### config.mk
export PLATFORM = sky130hd
export DESIGN_NAME = wb_arbiter_flat
export DESIGN_NICKNAME = d
export VERILOG_FILES = /design/src/rtl/wb_arbiter_pkg.sv /design/src/rtl/wb_arbiter_if.sv /design/src/rtl/wb_slot.sv /design/src/rtl/wb_arbiter.sv /design/src/flat_wrapper.sv
export SDC_FILE = /design/constraint.sdc
export NUM_CORES = 1
export LEC_CHECK = 0
export CAP_MARGIN = 20
export CORE_MARGIN = 1
export CORE_UTILIZATION = 30
export DETAILED_ROUTE_END_ITERATION = 6
export SLEW_MARGIN = 20
export SYNTH_ARGS = -nofsm -noshare
export SYNTH_HDL_FRONTEND = slang
export SYNTH_SLANG_ARGS = --single-unit
export TNS_END_PERCENT = 100
### constraint.sdc
create_clock -name clk -period 3.59 [get_ports clk]
set_input_delay 1.077 -clock clk [delete_from_list [all_inputs] [get_ports clk]]
set_output_delay 1.077 -clock clk [all_outputs]
set_load 0.005 [all_outputs]
### src/rtl/wb_arbiter_pkg.sv
// Shared widths and types for the write-back arbiter: register-file bus widths,
// the largest supported requester count and the per-slot payload record.
package wb_arbiter_pkg;

    localparam int REG_ADDR_W = 5;
    localparam int REG_DATA_W = 32;
    localparam int WB_REQ_MAX = 8;

    localparam logic [REG_ADDR_W-1:0] ZERO_ADDR = '0;
    localparam logic [REG_DATA_W-1:0] ZERO_WORD = '0;

    typedef struct packed {
        logic [REG_ADDR_W-1:0] addr;
        logic [REG_DATA_W-1:0] data;
    } wb_req_t;

    // Next round-robin index after idx, wrapping at n.
    function automatic int wrap_inc(input int idx, input int n);
        return (idx + 1 >= n) ? 0 : idx + 1;
    endfunction

endpackage

### src/rtl/wb_arbiter_if.sv
// Write-back bus between the requesters and the arbiter, plus the register-file
// write port it drives. Requester fields are packed flat, requester i at slice i.
interface wb_arbiter_if
    import wb_arbiter_pkg::*;
#(
    parameter int NUM_REQ = 3
);
    logic [NUM_REQ-1:0]            req_valid;
    logic [NUM_REQ-1:0]            req_ready;
    logic [NUM_REQ*REG_ADDR_W-1:0] req_addr;
    logic [NUM_REQ*REG_DATA_W-1:0] req_data;
    logic                          w_enable;
    logic [REG_ADDR_W-1:0]         w_addr;
    logic [REG_DATA_W-1:0]         w_data;
    logic                          busy;

    modport master (
        output req_valid, req_addr, req_data,
        input  req_ready, w_enable, w_addr, w_data, busy
    );

    modport slave (
        input  req_valid, req_addr, req_data,
        output req_ready, w_enable, w_addr, w_data, busy
    );
endinterface

### src/rtl/wb_slot.sv
// One-entry write-back buffer. Push wins over pop so a slot refills in the same
// cycle it drains; callers qualify push/pop with the global ready.
module wb_slot
    import wb_arbiter_pkg::*;
(
    input  logic                  clk,
    input  logic                  rst,
    input  logic                  push,
    input  logic                  pop,
    input  logic [REG_ADDR_W-1:0] push_addr,
    input  logic [REG_DATA_W-1:0] push_data,
    output logic                  full,
    output logic [REG_ADDR_W-1:0] addr,
    output logic [REG_DATA_W-1:0] data
);

    wb_req_t entry_p0;

    always_ff @(posedge clk) begin
        if (rst) begin
            full <= 1'b0;
        end else if (push) begin
            full <= 1'b1;
        end else if (pop) begin
            full <= 1'b0;
        end
    end

    // Payload carries no reset; it is only observed while full is set.
    always_ff @(posedge clk) begin
        if (push) begin
            entry_p0 <= '{addr: push_addr, data: push_data};
        end
    end

    assign addr = entry_p0.addr;
    assign data = entry_p0.data;

endmodule

### src/rtl/wb_arbiter.sv
// Write-back arbiter for the register file's single write port.
// Define WB_ARB_RR_EN for round-robin arbitration; otherwise lowest index wins.
module wb_arbiter
    import wb_arbiter_pkg::*;
#(
    parameter int NUM_REQ = 3
)(
    input  logic         clk,
    input  logic         rst,
    input  logic         rdy,
    wb_arbiter_if.slave  wb
);

    localparam int IDX_W = (NUM_REQ > 1) ? $clog2(NUM_REQ) : 1;

    logic [NUM_REQ-1:0]    full;
    logic [NUM_REQ-1:0]    push;
    logic [NUM_REQ-1:0]    grant_p0;
    logic [IDX_W-1:0]      gidx_p0;
    logic                  vld_p0;
    logic [REG_ADDR_W-1:0] slot_addr [NUM_REQ];
    logic [REG_DATA_W-1:0] slot_data [NUM_REQ];
    logic [REG_ADDR_W-1:0] sel_addr_p0;
    logic [REG_DATA_W-1:0] sel_data_p0;

    logic                  vld_p1;
    logic [REG_ADDR_W-1:0] w_addr_p1;
    logic [REG_DATA_W-1:0] w_data_p1;

    // Stage 0: requester slots and handshake
    for (genvar i = 0; i < NUM_REQ; i++) begin : g_slot
        assign wb.req_ready[i] = rdy & ~rst & (~full[i] | grant_p0[i]);
        assign push[i]         = wb.req_valid[i] & wb.req_ready[i];

        wb_slot u_slot (
            .clk       (clk),
            .rst       (rst),
            .push      (push[i]),
            .pop       (grant_p0[i]),
            .push_addr (wb.req_addr[i*REG_ADDR_W +: REG_ADDR_W]),
            .push_data (wb.req_data[i*REG_DATA_W +: REG_DATA_W]),
            .full      (full[i]),
            .addr      (slot_addr[i]),
            .data      (slot_data[i])
        );
    end

`ifdef WB_ARB_RR_EN
    logic [IDX_W-1:0] ptr;

    always_comb begin
        grant_p0 = '0;
        gidx_p0  = '0;
        vld_p0   = 1'b0;
        if (rdy) begin
            for (int k = 0; k < NUM_REQ; k++) begin
                int idx;
                idx = int'(ptr) + k;
                if (idx >= NUM_REQ) idx = idx - NUM_REQ;
                if (!vld_p0 && full[idx]) begin
                    grant_p0[idx] = 1'b1;
                    gidx_p0       = IDX_W'(idx);
                    vld_p0        = 1'b1;
                end
            end
        end
    end

    // Priority moves just past the slot that won; it stays put on idle or stall.
    always_ff @(posedge clk) begin
        if (rst) begin
            ptr <= '0;
        end else if (vld_p0) begin
            ptr <= IDX_W'(wrap_inc(int'(gidx_p0), NUM_REQ));
        end
    end
`else
    always_comb begin
        grant_p0 = '0;
        gidx_p0  = '0;
        vld_p0   = 1'b0;
        if (rdy) begin
            for (int i = 0; i < NUM_REQ; i++) begin
                if (!vld_p0 && full[i]) begin
                    grant_p0[i] = 1'b1;
                    gidx_p0     = IDX_W'(i);
                    vld_p0      = 1'b1;
                end
            end
        end
    end
`endif

    always_comb begin
        sel_addr_p0 = slot_addr[gidx_p0];
        sel_data_p0 = slot_data[gidx_p0];
    end

    // Stage 1: registered register-file write port
    always_ff @(posedge clk) begin
        if (rst) begin
            vld_p1    <= 1'b0;
            w_addr_p1 <= ZERO_ADDR;
            w_data_p1 <= ZERO_WORD;
        end else if (rdy) begin
            vld_p1 <= vld_p0;
            if (vld_p0) begin
                w_addr_p1 <= sel_addr_p0;
                w_data_p1 <= sel_data_p0;
            end
        end
    end

    assign wb.w_enable = vld_p1;
    assign wb.w_addr   = w_addr_p1;
    assign wb.w_data   = w_data_p1;
    assign wb.busy     = (|full) | vld_p1;

endmodule

### src/flat_wrapper.sv
// flat-port wrapper written by rule: the top's interface ports become plain ports
module wb_arbiter_flat import wb_arbiter_pkg::*;
#(
    parameter int NUM_REQ = 3
)
  (clk, rst, rdy, wb_req_valid, wb_req_addr, wb_req_data, wb_req_ready, wb_w_enable, wb_w_addr, wb_w_data, wb_busy);
  wb_arbiter_if #(.NUM_REQ(NUM_REQ)) wb_i ();
  input  logic clk;
  input  logic rst;
  input  logic rdy;
  input wire logic [$bits(wb_i.req_valid)-1:0] wb_req_valid;
  input wire logic [$bits(wb_i.req_addr)-1:0] wb_req_addr;
  input wire logic [$bits(wb_i.req_data)-1:0] wb_req_data;
  output wire logic [$bits(wb_i.req_ready)-1:0] wb_req_ready;
  output wire logic [$bits(wb_i.w_enable)-1:0] wb_w_enable;
  output wire logic [$bits(wb_i.w_addr)-1:0] wb_w_addr;
  output wire logic [$bits(wb_i.w_data)-1:0] wb_w_data;
  output wire logic [$bits(wb_i.busy)-1:0] wb_busy;
  assign wb_i.req_valid = wb_req_valid;
  assign wb_i.req_addr = wb_req_addr;
  assign wb_i.req_data = wb_req_data;
  assign wb_req_ready = wb_i.req_ready;
  assign wb_w_enable = wb_i.w_enable;
  assign wb_w_addr = wb_i.w_addr;
  assign wb_w_data = wb_i.w_data;
  assign wb_busy = wb_i.busy;
  wb_arbiter #(.NUM_REQ(NUM_REQ)) u_core (.clk(clk), .rst(rst), .rdy(rdy), .wb(wb_i));
endmodule
**Word-level counts from Yosys, hierarchy flattened**

Cells that the tools add are included.

- $lt $le $gt $ge: 1
- Reduce and logical (&&, ||, !) cells: 9
- Muxes and demuxes: 24
- Bitwise logic cells: 16

Operators with widths:

| cell | count |
|---|---|
| binary-select mux 32 bit (select 2 bit) | 1 |
| two-way mux 32 bit | 2 |
| two-way mux 1 bit | 15 |
| binary-select mux 5 bit (select 2 bit) | 1 |
| two-way mux 5 bit | 2 |
| bitwise AND 1 bit | 7 |
| nonzero test 2 bit | 3 |
| two-way mux 2 bit | 2 |
| NOT 1 bit | 4 |
| OR 1 bit | 4 |
| greater-or-equal comparator 3 bit (second input constant) | 1 |
| two-way mux 3 bit | 1 |
| NOT 2 -> 3 bit | 1 |
| OR reduction 3 bit | 1 |
| logical AND 1 bit | 2 |
| zero test 1 bit | 2 |
| AND reduction 2 bit | 1 |

- Output and inout port bits: 42
- Bits in registers: 152
- Input bits: 117
- Logic and storage cells: 62

**Depth between registers and ports, before layout**

Gate-level depths: netlist of the first run.

- Depth in word-level cells: 14
- Gate-level depth with buffers: 6
- Gate-level depth less buffers: 3

**By module**

A second synthesis of the first run with hierarchy kept.

- Cells, all modules: 438
- Area total of the unflattened synthesis: 6,073.3 sq um

By module, submodules not included:

| module | seq. area each (sq um) | cells each | times used | area each (sq um) |
|---|---|---|---|---|
| wb_slot | 1,131.1 | 41 | 3 | 1,149.9 |
| wb_arbiter | 760.7 | 315 | 1 | 2,623.8 |

**Worst setup path after synthesis of the first run**

Ideal clock, no wire load.

- Kind: input port to flip-flop
- From: in rst
- To: reg u_core.g_slot[1].u_slot.entry_p0, in the netlist u_core.g_slot[1].u_slot.addr[0], enable pin
- Required time: 3.192 ns
- Data arrival time: 2.477 ns
- Cell stages on the path: 4
- Buffers on the path: 1
- Library setup time: 0.398 ns
- Setup slack: 0.715 ns
- Cells stage by stage: clkbuf_8 nand2b_1 a21oi_1 and2_1

- Word-level cells in the longest chain between the ends: 4

Ends and longest elaborated chain:

| item | line | source |
|---|---|---|
| from (decl) | flat_wrapper.sv:9 | `input logic rst;` |
| NOT 1 bit | wb_arbiter.sv:32 | `assign wb.req_ready[i] = rdy & ~rst & (~full[i] \| grant_p0[i]);` |
| bitwise AND 1 bit (2 in a row) | wb_arbiter.sv:32 |  |
| named net wb_req_ready[1] | flat_wrapper.sv:14 | `output wire logic [$bits(wb_i.req_ready)-1:0] wb_req_ready;` |
| bitwise AND 1 bit | wb_arbiter.sv:33 | `assign push[i] = wb.req_valid[i] & wb.req_ready[i];` |
| named net u_core.g_slot[1].u_slot.push | wb_slot.sv:8 | `input logic push,` |
| to (signal assigned) | wb_slot.sv:32 | `entry_p0 <= '{addr: push_addr, data: push_data};` |
| to (decl) | wb_slot.sv:17 | `wb_req_t entry_p0;` |

The timed path passes the listed nets, and every way through them passes these cells.
A chain may end at the register's enable or synchronous reset.

**Worst setup path after layout of the first run**

- From: in rst
- To: out wb_req_ready[1]

- Word-level cells in the longest chain between the ends: 3

Ends and longest elaborated chain:

| item | line |
|---|---|
| NOT 1 bit | wb_arbiter.sv:32 |
| bitwise AND 1 bit (2 in a row) | wb_arbiter.sv:32 |
| to (decl) | flat_wrapper.sv:14 |

No other way between the ends.

==> flow_metrics.env, run 1 <==
export IMPL_outcome="complete, no violations"
export IMPL_required_ns=2.51
export IMPL_crit_fanout=3
export IMPL_via_count=3637
export IMPL_synth_seq_area_share_pct=69.4
export IMPL_seq_area_mm2=0.00416
export IMPL_multiInputGateArea_mm2=0.00148
export IMPL_fin_crit_ns=3.28
export IMPL_grt_first_pass_wirelength_mm=21.6
export IMPL_yosys_warnings=0
export IMPL_instances_no_fill=786
export IMPL_cts_tree="yes"
export IMPL_antenna_left=0
export IMPL_layout_commonest_cell="clkdlybuf4s50_1"
export IMPL_drtIter0Drc=164
export IMPL_start_util_pct=30.6
export IMPL_grt_use_total_pct=14.5
export IMPL_clock_latency_ns=0.41
export IMPL_relSlewSlack_pct=31.2
export IMPL_synthAdderAreaFrac_pct=0
export IMPL_setup_viol=0
export IMPL_synth_compound_area_share_pct=18.0
export IMPL_gp_congestion=0.730
export IMPL_grt_max_degree=43
export IMPL_grt_pass1_vias=3825
export IMPL_synth_simple_area_share_pct=6.42
export IMPL_num_rows=51
export IMPL_h_tree_depth=4
export IMPL_drive_gt1_share_pct=23.6
export IMPL_chipWidth_um=143
export IMPL_n_fill_cell=1794
export IMPL_hp_class="reg -> reg"
export IMPL_hpwlAfterDp_mm=9.03
export IMPL_antenna_found_initial=0
export IMPL_finalHoldViolations=0
export IMPL_max_cap_violations=0
export IMPL_chipHeight_um=143
export IMPL_power_density_mw_per_mm2=513
export IMPL_fp_coreArea_mm2=0.0195
export IMPL_cts_setup_buffers=0
export IMPL_numCtsBuffers=17
export IMPL_root_buffer="clkbuf_16"
export IMPL_path_clk_slew_ns=0.06
export IMPL_rsz0062_at_grt="false"
export IMPL_avgSynthCellArea_um2=16.9
export IMPL_ff2ff_path_depth=4
export IMPL_place_inst=754
export IMPL_area_growth_pct=36.9
export IMPL_worst_pin_slew_ns=1.03
export IMPL_drc=0
export IMPL_die_area_mm2=0.0205
export IMPL_dp_slack_ns=0.296
export IMPL_viasPerCell=4.63
export IMPL_synthMuxAreaShare_pct=0.167
export IMPL_wl_per_cell_um=18.3
export IMPL_wl_mm=14.4
export IMPL_synth_top_family_by_area="compound AO/OA/AOI/OAI gates"
export IMPL_netlist_area_mm2=0.00598
export IMPL_syn_nets=470
export IMPL_cts_hold_buf=0
export IMPL_port_buffers=158
export IMPL_ir_drop_uv=304
export IMPL_synth_cell_types=27
export IMPL_endpoint_kind="output port"
export IMPL_holdPathStages=2
export IMPL_tns_ns=0
export IMPL_maxSlewViolCount=0
export IMPL_ys_ff_latch=152
export IMPL_netlist_instances=353
export IMPL_final_nets=625
export IMPL_clock_sinks=152
export IMPL_p_leak_nw=2.61
export IMPL_drt_first_pass_iters=4
export IMPL_critPathKind="in -> out"
export IMPL_fin_ws_ns=0.312
export IMPL_min_delay_start="u_core.wb.w_addr[4]$_SDFFE_PP0P_"
export IMPL_pin_count=159
export IMPL_fmax_mhz=305
export IMPL_setup_worst_path_start_class="input pin"
export IMPL_synth_xor_area_share_pct=0
export IMPL_clockBufferDepth=2
export IMPL_rr_startpoint="u_core.g_slot[0].u_slot.full$_SDFFE_PP0P_"
export IMPL_final_cell_mix="156 x clkdlybuf4s50_1, 111 x edfxtp_1, 40 x dfxtp_1"
export IMPL_cp_arrival_ns=2.20
export IMPL_cp_startpoint="rst"
export IMPL_skew_ns=0.00569
export IMPL_antennaDiodeCount=0
export IMPL_post_route_period_util_pct=91.3
export IMPL_grt_ovfl_total=0
export IMPL_cts_resized=0
flip-flops by register name, indices dropped and copies added (netlist names):
register and cells:
u_core.g_slot.u_slot.addr 15, u_core.g_slot.u_slot.data 96, u_core.g_slot.u_slot.full 3, u_core.wb.w_addr 5, u_core.wb.w_data 32, u_core.wb.w_enable 1
synthesized netlist by cell type:
master	number	area share, %
a21oi_1	5	0.42
a311oi_2	30	7.5
nand2_1	39	2.4
nor2_1	20	1.3
clkbuf_8	4	0.92
buf_2	1	0.084
or2_2	1	0.10
nand2b_1	2	0.21
inv_1	2	0.13
buf_4	2	0.25
buf_6	10	1.9
dlymetal6s2s_1	1	0.21
inv_2	2	0.13
dlygate4sd1_1	6	0.88
mux2i_1	1	0.17
a311oi_1	7	1.0
dfxtp_1	41	14
nor2_2	19	2.0
edfxtp_1	111	56
and2_1	3	0.31
o221ai_2	30	7.5
o221ai_1	7	1.0
buf_12	3	1.0
buf_8	2	0.50
o31a_4	1	0.29
or3_1	1	0.10
o21ai_0	2	0.17
power breakdown:
group	internal, mW	switching, mW	leakage, nW
sequential	1.97	0.0414	1.36
combinational	0.267	0.212	0.975
clock	1.04	0.668	0.276
per-stage QoR:
step / hold slack (ns) / power [mW] / cell area [µm²] / util, %
detailed placement: 0.496 / 2.54 / 7630 / 39.1
CTS: 0.507 / 4.27 / 8190 / 41.9
global route: 0.525 / 4.37 / 8190 / 42.0
global placement: 0.486 / 2.53 / 7630 / 39.1
floorplan: 0.488 / 2.29 / 5980 / -
finish: 0.506 / 4.21 / 8190 / 42.0
final cells by class:
class / instances / area share, %
flip-flops and latches: 152 / 50.7
well taps: 265 / 4.05
clock inverters: 8 / 1.24
clock buffers: 24 / 5.64
repair buffers: 165 / 20.1
inverters: 4 / 0.199
multi-input cells: 168 / 18.0
kinds of logic (layout without fill, tap and decap cells):
| group | after synthesis | count (layout) |
|---|---|---|
| compound gates | 82 | 82 |
| buf+inv | 33 | 201 |
| flops | 152 | 152 |
| mux | 1 | 1 |
| simple gates | 85 | 85 |
path summary, 6_finish.rpt:
check	slack (ns)	end
worst min register to register	0.51	u_core.wb.w_addr[4]$_SDFFE_PP0P_
worst min-delay path	0.51	u_core.wb.w_addr[4]$_SDFFE_PP0P_
worst max-delay path	0.31	wb_req_ready[1]
worst max register to register	1.46	u_core.wb.w_data[7]$_SDFFE_PP0P_
per-layer routing:
layer | track usage [%] | part of all wire (%) | up-vias | wire length [µm]
met4 | 3.70 | 0.64 | 0 | 92
met5 | 0 | 0 | - | 0
met2 | 23.9 | 48 | 114 | 6920
met3 | 4.69 | 5.3 | 5 | 757
met1 | 18.4 | 46 | 1813 | 6630
li1 | - | - | 1705 | -
critical path, stage by stage:
cell and delay, ns:
buf_2 0.10, nand2b_1 0.25, a21oi_1 0.23, clkdlybuf4s50_1 0.54
Power figures use the tool's default switching activity.
==> inputs of run 2 (changes only) <==
Settings changed: CTS_CLUSTER_DIAMETER set to 60.
==> results of run 2 <==
Same layout as run 1: the final DEF is identical, and so are final timing and power.
